`config.mk`:
```
export PLATFORM = sky130hd
export DESIGN_NAME = conv_mac_engine
export DESIGN_NICKNAME = d
export VERILOG_FILES = /design/src/rtl/conv_mac_engine.sv
export SDC_FILE = /design/constraint.sdc
export NUM_CORES = 2
export LEC_CHECK = 0
export CAP_MARGIN = 30
export CORE_ASPECT_RATIO = 0.6
export CORE_MARGIN = 5
export CORE_UTILIZATION = 25
export DETAILED_ROUTE_END_ITERATION = 16
export PLACE_DENSITY_LB_ADDON = 0.08
export SKIP_CTS_REPAIR_TIMING = 1
export SLEW_MARGIN = 20
export SYNTH_ARGS = -nofsm -noshare
export SYNTH_HDL_FRONTEND = slang
export SYNTH_SLANG_ARGS = --single-unit
```
`constraint.sdc`:
```
create_clock -name clk -period 8.77 [get_ports clk]
set_input_delay 1.754 -clock clk [delete_from_list [all_inputs] [get_ports clk]]
set_output_delay 1.754 -clock clk [all_outputs]
set_load 0.02 [all_outputs]
```
`src/rtl/conv_mac_engine.sv`:
```
// Streaming convolution MAC: LANES-wide ifm x weight beats are summed over TAPS beats per neuron,
// scaled by FRAC, saturated to DW bits and packed PACK neurons per output word (first neuron at MSBs).
module conv_mac_engine #(
  parameter int LANES  = 4,
  parameter int DW     = 16,
  parameter int TAPS   = 9,
  parameter int PACK   = 4,
  parameter int FRAC   = 8,
  parameter int ACC_W  = 40,
  parameter int ADDR_W = 16
) (
  input  logic                clk,
  input  logic                rst,
  input  logic                start,
  input  logic [15:0]         num_neurons,
  input  logic                in_valid,
  output logic                in_ready,
  input  logic [LANES*DW-1:0] ifm,
  input  logic [LANES*DW-1:0] wgt,
  output logic                out_valid,
  input  logic                out_ready,
  output logic [PACK*DW-1:0]  out_data,
  output logic [ADDR_W-1:0]   out_addr,
  output logic                busy,
  output logic                done
);

  localparam int PCW = $clog2(PACK + 1);
  localparam logic signed [ACC_W-1:0] SAT_MAX = {{(ACC_W-DW+1){1'b0}}, {(DW-1){1'b1}}};
  localparam logic signed [ACC_W-1:0] SAT_MIN = {{(ACC_W-DW+1){1'b1}}, {(DW-1){1'b0}}};

  typedef enum logic [1:0] {IDLE, RUN, FLUSH, DONE} state_e;
  state_e state_q, state_d;

  logic [15:0]             numNeurons_q, nAccepted_q;
  logic [7:0]              tapCnt_q;
  logic                    s1Valid_q, s1First_q, s1Last_q;
  logic signed [2*DW-1:0]  prod_q [LANES];
  logic signed [ACC_W-1:0] acc_q;
  logic                    accDone_q;
  logic [PACK*DW-1:0]      packData_q, outData_q;
  logic [PCW-1:0]          packCnt_q;
  logic                    outValid_q;
  logic [ADDR_W-1:0]       outAddr_q;

  logic                    inReadyRaw, beatFire, lastTap, jobLastBeat, outFire, pipeEmpty;
  logic                    startAccept, busyRaw, doneRaw, packFull, flushEmit;
  logic signed [ACC_W-1:0] laneSum, shifted;
  logic [DW-1:0]           satRes;
  logic [PACK*DW-1:0]      packNext;

  assign inReadyRaw  = (state_q == RUN) && !outValid_q && (nAccepted_q < numNeurons_q);
  assign beatFire    = inReadyRaw && in_valid;
  assign lastTap     = (tapCnt_q == 8'(TAPS - 1));
  assign jobLastBeat = beatFire && lastTap && (nAccepted_q == numNeurons_q - 16'd1);
  assign outFire     = outValid_q && out_ready;
  assign pipeEmpty   = !s1Valid_q && !accDone_q;
  assign packFull    = accDone_q && (packCnt_q == PCW'(PACK - 1));
  assign flushEmit   = (state_q == FLUSH) && pipeEmpty && (packCnt_q != '0) && !outValid_q;

  always_ff @(posedge clk) begin
    if (rst) state_q <= IDLE;
    else     state_q <= state_d;
  end

  // The job ends only once the pipeline is drained and the last word has been taken.
  always_comb begin
    state_d     = state_q;
    startAccept = 1'b0;
    busyRaw     = 1'b0;
    doneRaw     = 1'b0;
    case (state_q)
      IDLE: begin
        if (start) begin
          startAccept = 1'b1;
          state_d     = (num_neurons == 16'd0) ? DONE : RUN;
        end
      end
      RUN: begin
        busyRaw = 1'b1;
        if (jobLastBeat) state_d = FLUSH;
      end
      FLUSH: begin
        busyRaw = 1'b1;
        if (pipeEmpty && (packCnt_q == '0) && outFire) state_d = DONE;
      end
      DONE: begin
        doneRaw = 1'b1;
        state_d = IDLE;
      end
      default: state_d = IDLE;
    endcase
  end

  always_ff @(posedge clk) begin
    if (rst) begin
      numNeurons_q <= '0;
      nAccepted_q  <= '0;
      tapCnt_q     <= '0;
    end else if (startAccept) begin
      numNeurons_q <= num_neurons;
      nAccepted_q  <= '0;
      tapCnt_q     <= '0;
    end else if (beatFire) begin
      if (lastTap) begin
        tapCnt_q    <= '0;
        nAccepted_q <= nAccepted_q + 16'd1;
      end else begin
        tapCnt_q <= tapCnt_q + 8'd1;
      end
    end
  end

  // Products at E+1, accumulate at E+2; a neuron's first beat loads so neurons run back to back.
  always_ff @(posedge clk) begin
    if (rst) begin
      s1Valid_q <= 1'b0;
      s1First_q <= 1'b0;
      s1Last_q  <= 1'b0;
      accDone_q <= 1'b0;
      acc_q     <= '0;
      for (int i = 0; i < LANES; i++) prod_q[i] <= '0;
    end else begin
      s1Valid_q <= beatFire;
      if (beatFire) begin
        s1First_q <= (tapCnt_q == 8'd0);
        s1Last_q  <= lastTap;
        for (int i = 0; i < LANES; i++)
          prod_q[i] <= (2*DW)'($signed(ifm[(LANES-1-i)*DW +: DW])) *
                       (2*DW)'($signed(wgt[(LANES-1-i)*DW +: DW]));
      end
      accDone_q <= s1Valid_q && s1Last_q;
      if (s1Valid_q) acc_q <= s1First_q ? laneSum : acc_q + laneSum;
    end
  end

  always_comb begin
    laneSum = '0;
    for (int i = 0; i < LANES; i++) laneSum = laneSum + ACC_W'(prod_q[i]);
  end

  always_comb begin
    shifted = acc_q >>> FRAC;
    if (shifted > SAT_MAX)      satRes = {1'b0, {(DW-1){1'b1}}};
    else if (shifted < SAT_MIN) satRes = {1'b1, {(DW-1){1'b0}}};
    else                        satRes = shifted[DW-1:0];
    packNext = packData_q;
    for (int k = 0; k < PACK; k++)
      if (packCnt_q == PCW'(k)) packNext[(PACK-1-k)*DW +: DW] = satRes;
  end

  always_ff @(posedge clk) begin
    if (rst) begin
      packData_q <= '0;
      packCnt_q  <= '0;
      outValid_q <= 1'b0;
      outData_q  <= '0;
      outAddr_q  <= '0;
    end else if (startAccept) begin
      packData_q <= '0;
      packCnt_q  <= '0;
      outValid_q <= 1'b0;
      outData_q  <= '0;
      outAddr_q  <= '0;
    end else begin
      if (outFire) begin
        outValid_q <= 1'b0;
        outAddr_q  <= outAddr_q + 1'b1;
      end
      if (packFull) begin
        outValid_q <= 1'b1;
        outData_q  <= packNext;
        packData_q <= '0;
        packCnt_q  <= '0;
      end else if (accDone_q) begin
        packData_q <= packNext;
        packCnt_q  <= packCnt_q + 1'b1;
      end else if (flushEmit) begin
        outValid_q <= 1'b1;
        outData_q  <= packData_q;
        packData_q <= '0;
        packCnt_q  <= '0;
      end
    end
  end

  assign in_ready  = inReadyRaw && !rst;
  assign out_valid = outValid_q && !rst;
  assign out_data  = rst ? '0 : outData_q;
  assign out_addr  = rst ? '0 : outAddr_q;
  assign busy      = busyRaw && !rst;
  assign done      = doneRaw && !rst;

endmodule

```
==> flow_summary.json <==
{
  "grt_antenna_before_repair": 6,
  "muxShareOfSynthArea_pct": 0.522,
  "fin_hold_ws_ps": 480,
  "vias": 44600,
  "slew_viol_final": 0,
  "synthXorXnorAreaFrac_pct": 3.42,
  "maxCapViolCount": 0,
  "core_sq_um": 239000,
  "critical_path_class": "in -> reg",
  "met1_usage_pct": 25.6,
  "fp.dieW_um": 643,
  "synth_top_family_by_area": "adder cells",
  "synth-seq-cells": 362,
  "worstSkewPairLatency_ps": 620,
  "worstMarginPinSlew_ps": 935,
  "fp-row-count": 139,
  "clock_tree.buffer_depth": 3,
  "avgSynthCellArea_sq_um": 8.99,
  "synthCells": 6693,
  "synth_area_leaders": "fa_1 (37%), ha_1 (9.1%), inv_1 (9.1%), dfxtp_1 (7.8%), edfxtp_1 (6.4%)",
  "vias_per_cell": 4.37,
  "hold_path.class": "reg -> reg",
  "nets": 8697,
  "syn2layout_area_growth_pct": 15.2,
  "synth.distinct_cells": 82,
  "grtUsageMet2_pct": 20.7,
  "pin_count": 233,
  "hpwl_um": 163000,
  "grt_pass1_vias": 47500,
  "grt_setup_unrepaired": "no",
  "maxSlewHeadroom_pct": 37.7,
  "synthAdderAreaFrac_pct": 46.2,
  "start_util_pct": 25.1,
  "cts_buffers": 43,
  "synth_area_leader_cell": "fa_1",
  "path_clk_slew_ps": 70,
  "drc": 0,
  "cts.sinks": 362,
  "grt_use_met3_pct": 2.16,
  "hold_viol_final": 0,
  "ys_seq_area_share_pct": 14.2,
  "arrival_ps": 8580,
  "synth_simple_gate_area_share_pct": 16.4,
  "ant_nets": 0,
  "cts_tree": "done",
  "drive_gt1_share_pct": 5.47,
  "cp_max_fo": 6,
  "outcome": "complete, no violations",
  "synth_edf_count": 128,
  "cts-root-buf": "clkbuf_16",
  "syn_nets": 8395,
  "post-route-min-period_ps": 8220,
  "grt-ovfl-total": 0,
  "syn_area_sq_um": 60200,
  "skew_ps": 29.0,
  "port_buffers": 232,
  "synth_compound_area_share_pct": 8.63,
  "crit_required_ps": 9130,
  "ys_dominant_reg_cell": "dfxtp_1",
  "worst_setup_path_end_kind": "flip-flop",
  "dieArea_sq_um": 251000,
  "gp_congestion": 0.819,
  "setup.worst_path.start_class": "primary input",
  "grt_max_degree": 71,
  "first_pass_iters": 6,
  "finalSetupViolCount": 0,
  "period_share_pct": 93.7,
  "htreeDepth": 2,
  "wirelength_um": 191000,
  "ys.warnings.count": 0,
  "async_reset_ff_share_pct": 0,
  "die_h_um": 390,
  "post_drt_wl_per_cell_um": 18.7,
  "synth_top_area_share_pct": 37.1,
  "fmax_mhz": 122,
  "drtIter0Drc": 2752,
  "busiest_layer": "met1",
  "track_usage_pct": 15.3,
  "grt_first_pass_wirelength_um": 300000
}
## metal layers
layer	up-vias	share of wire [%]
met3	87	4.4
met1	22500	57
met4	0	0.88
met5	-	0
li1	21300	-
met2	746	38
## through the flow
step	TNS (ps)	cell area, sq um	util [%]	worst slack [ps]	instances
final	0	69300	29.0	551	10200
after global routing	0	69300	29.0	130	10200
after global placement	-77.4	67700	28.3	-45.2	10100
after floorplan	0	60200	-	920	6693
after detailed placement	-81.7	67800	28.3	-67.4	10100
after CTS	0	69300	29.0	576	10200
## worst max-delay path, stage by stage
cell and delay [ps]:
clkdlybuf4s50_1 810, buf_4 230, nand2_1 60, fa_1 480, fa_1 520, fa_1 520, inv_1 50, fa_1 450
fa_1 540, inv_1 50, fa_1 480, inv_1 50, ha_1 310, a21o_1 160, a21oi_1 70, o21bai_1 160
a311o_1 230, a2111oi_0 80, buf_4 180, o31ai_1 410, nand2_1 130, a21oi_1 250, buf_4 160, nor3_1 40
or3b_1 390
## worst paths after layout
path / startpoint / to / slack, ps / cells after the start
worst min-delay path: packData_q[5]$_SDFFE_PP0P_ / packData_q[5]$_SDFFE_PP0P_ / 480 / 1
worst max register to register: prod_q[1][1]$_SDFFCE_PN0P_ / acc_q[39]$_SDFFE_PP0P_ / 1790 / 27
worst min register to register: packData_q[5]$_SDFFE_PP0P_ / packData_q[5]$_SDFFE_PP0P_ / 480 / 1
worst max-delay path: ifm[58] / prod_q[0][31]$_SDFFCE_PN0P_ / 550 / 25
## cell families after synthesis
logic type / after synthesis
AO/OA/AOI/OAI: 776
XOR/XNOR: 235
adder cells (fa/ha/maj): 1553
buffers and inverters: 1717
flip-flops: 362
multiplexers: 31
AND/OR/NAND/NOR: 2019
## layout make-up
cell class / count / area, sq um
diodes: 5 / 12.5
clock buffers: 53 / 1130
clock inverters: 22 / 338
fillers: 25500 / 170000
inverters: 1463 / 5490
multi-input cells: 4614 / 45200
flip-flops and latches: 362 / 8530
well taps: 3172 / 3970
repair buffers: 511 / 4620
## sequential cells by signal (all words and copies together), names as in the netlist
| name | count |
|---|---|
| prod_q | 128 |
| outData_q | 64 |
| packData_q | 64 |
| acc_q | 40 |
| nAccepted_q | 16 |
| numNeurons_q | 16 |
| outAddr_q | 16 |
| tapCnt_q | 8 |
| packCnt_q | 3 |
| state_q | 2 |
| accDone_q | 1 |
| outValid_q | 1 |
| s1First_q | 1 |
| s1Last_q | 1 |
| s1Valid_q | 1 |
## Yosys cell counts, types with 28 or more instances
library cell and count:
a211oi_1 55, a21o_1 88, a21oi_1 212, a222oi_1 48, a31oi_1 60, and2_1 463, and3_1 52, clkbuf_1 243
dfxtp_1 234, edfxtp_1 128, fa_1 1114, ha_1 439, inv_1 1463, mux2i_1 28, nand2_1 668, nand2b_1 44
nand3_1 52, nand4_1 39, nor2_1 445, nor2b_1 103, nor3_1 56, o21a_1 42, o21ai_0 111, o21bai_1 31
or3_1 31, xnor2_1 147, xor2_1 88
## cells in the final DEF, fill, tap and decap left out, types with 60 or more instances in the layout
master,Yosys,layout
inv_1,1463,1462
fa_1,1114,1114
nand2_1,668,668
and2_1,463,463
nor2_1,445,445
ha_1,439,439
buf_4,0,263
dfxtp_1,234,232
clkdlybuf4s50_1,0,231
a21oi_1,212,211
xnor2_1,147,147
edfxtp_1,128,128
o21ai_0,111,111
nor2b_1,103,102
a21o_1,88,88
xor2_1,88,88
a31oi_1,60,60
Power is not shown: default switching activity piles up to over one toggle a cycle in this logic, so the estimate is an artifact.
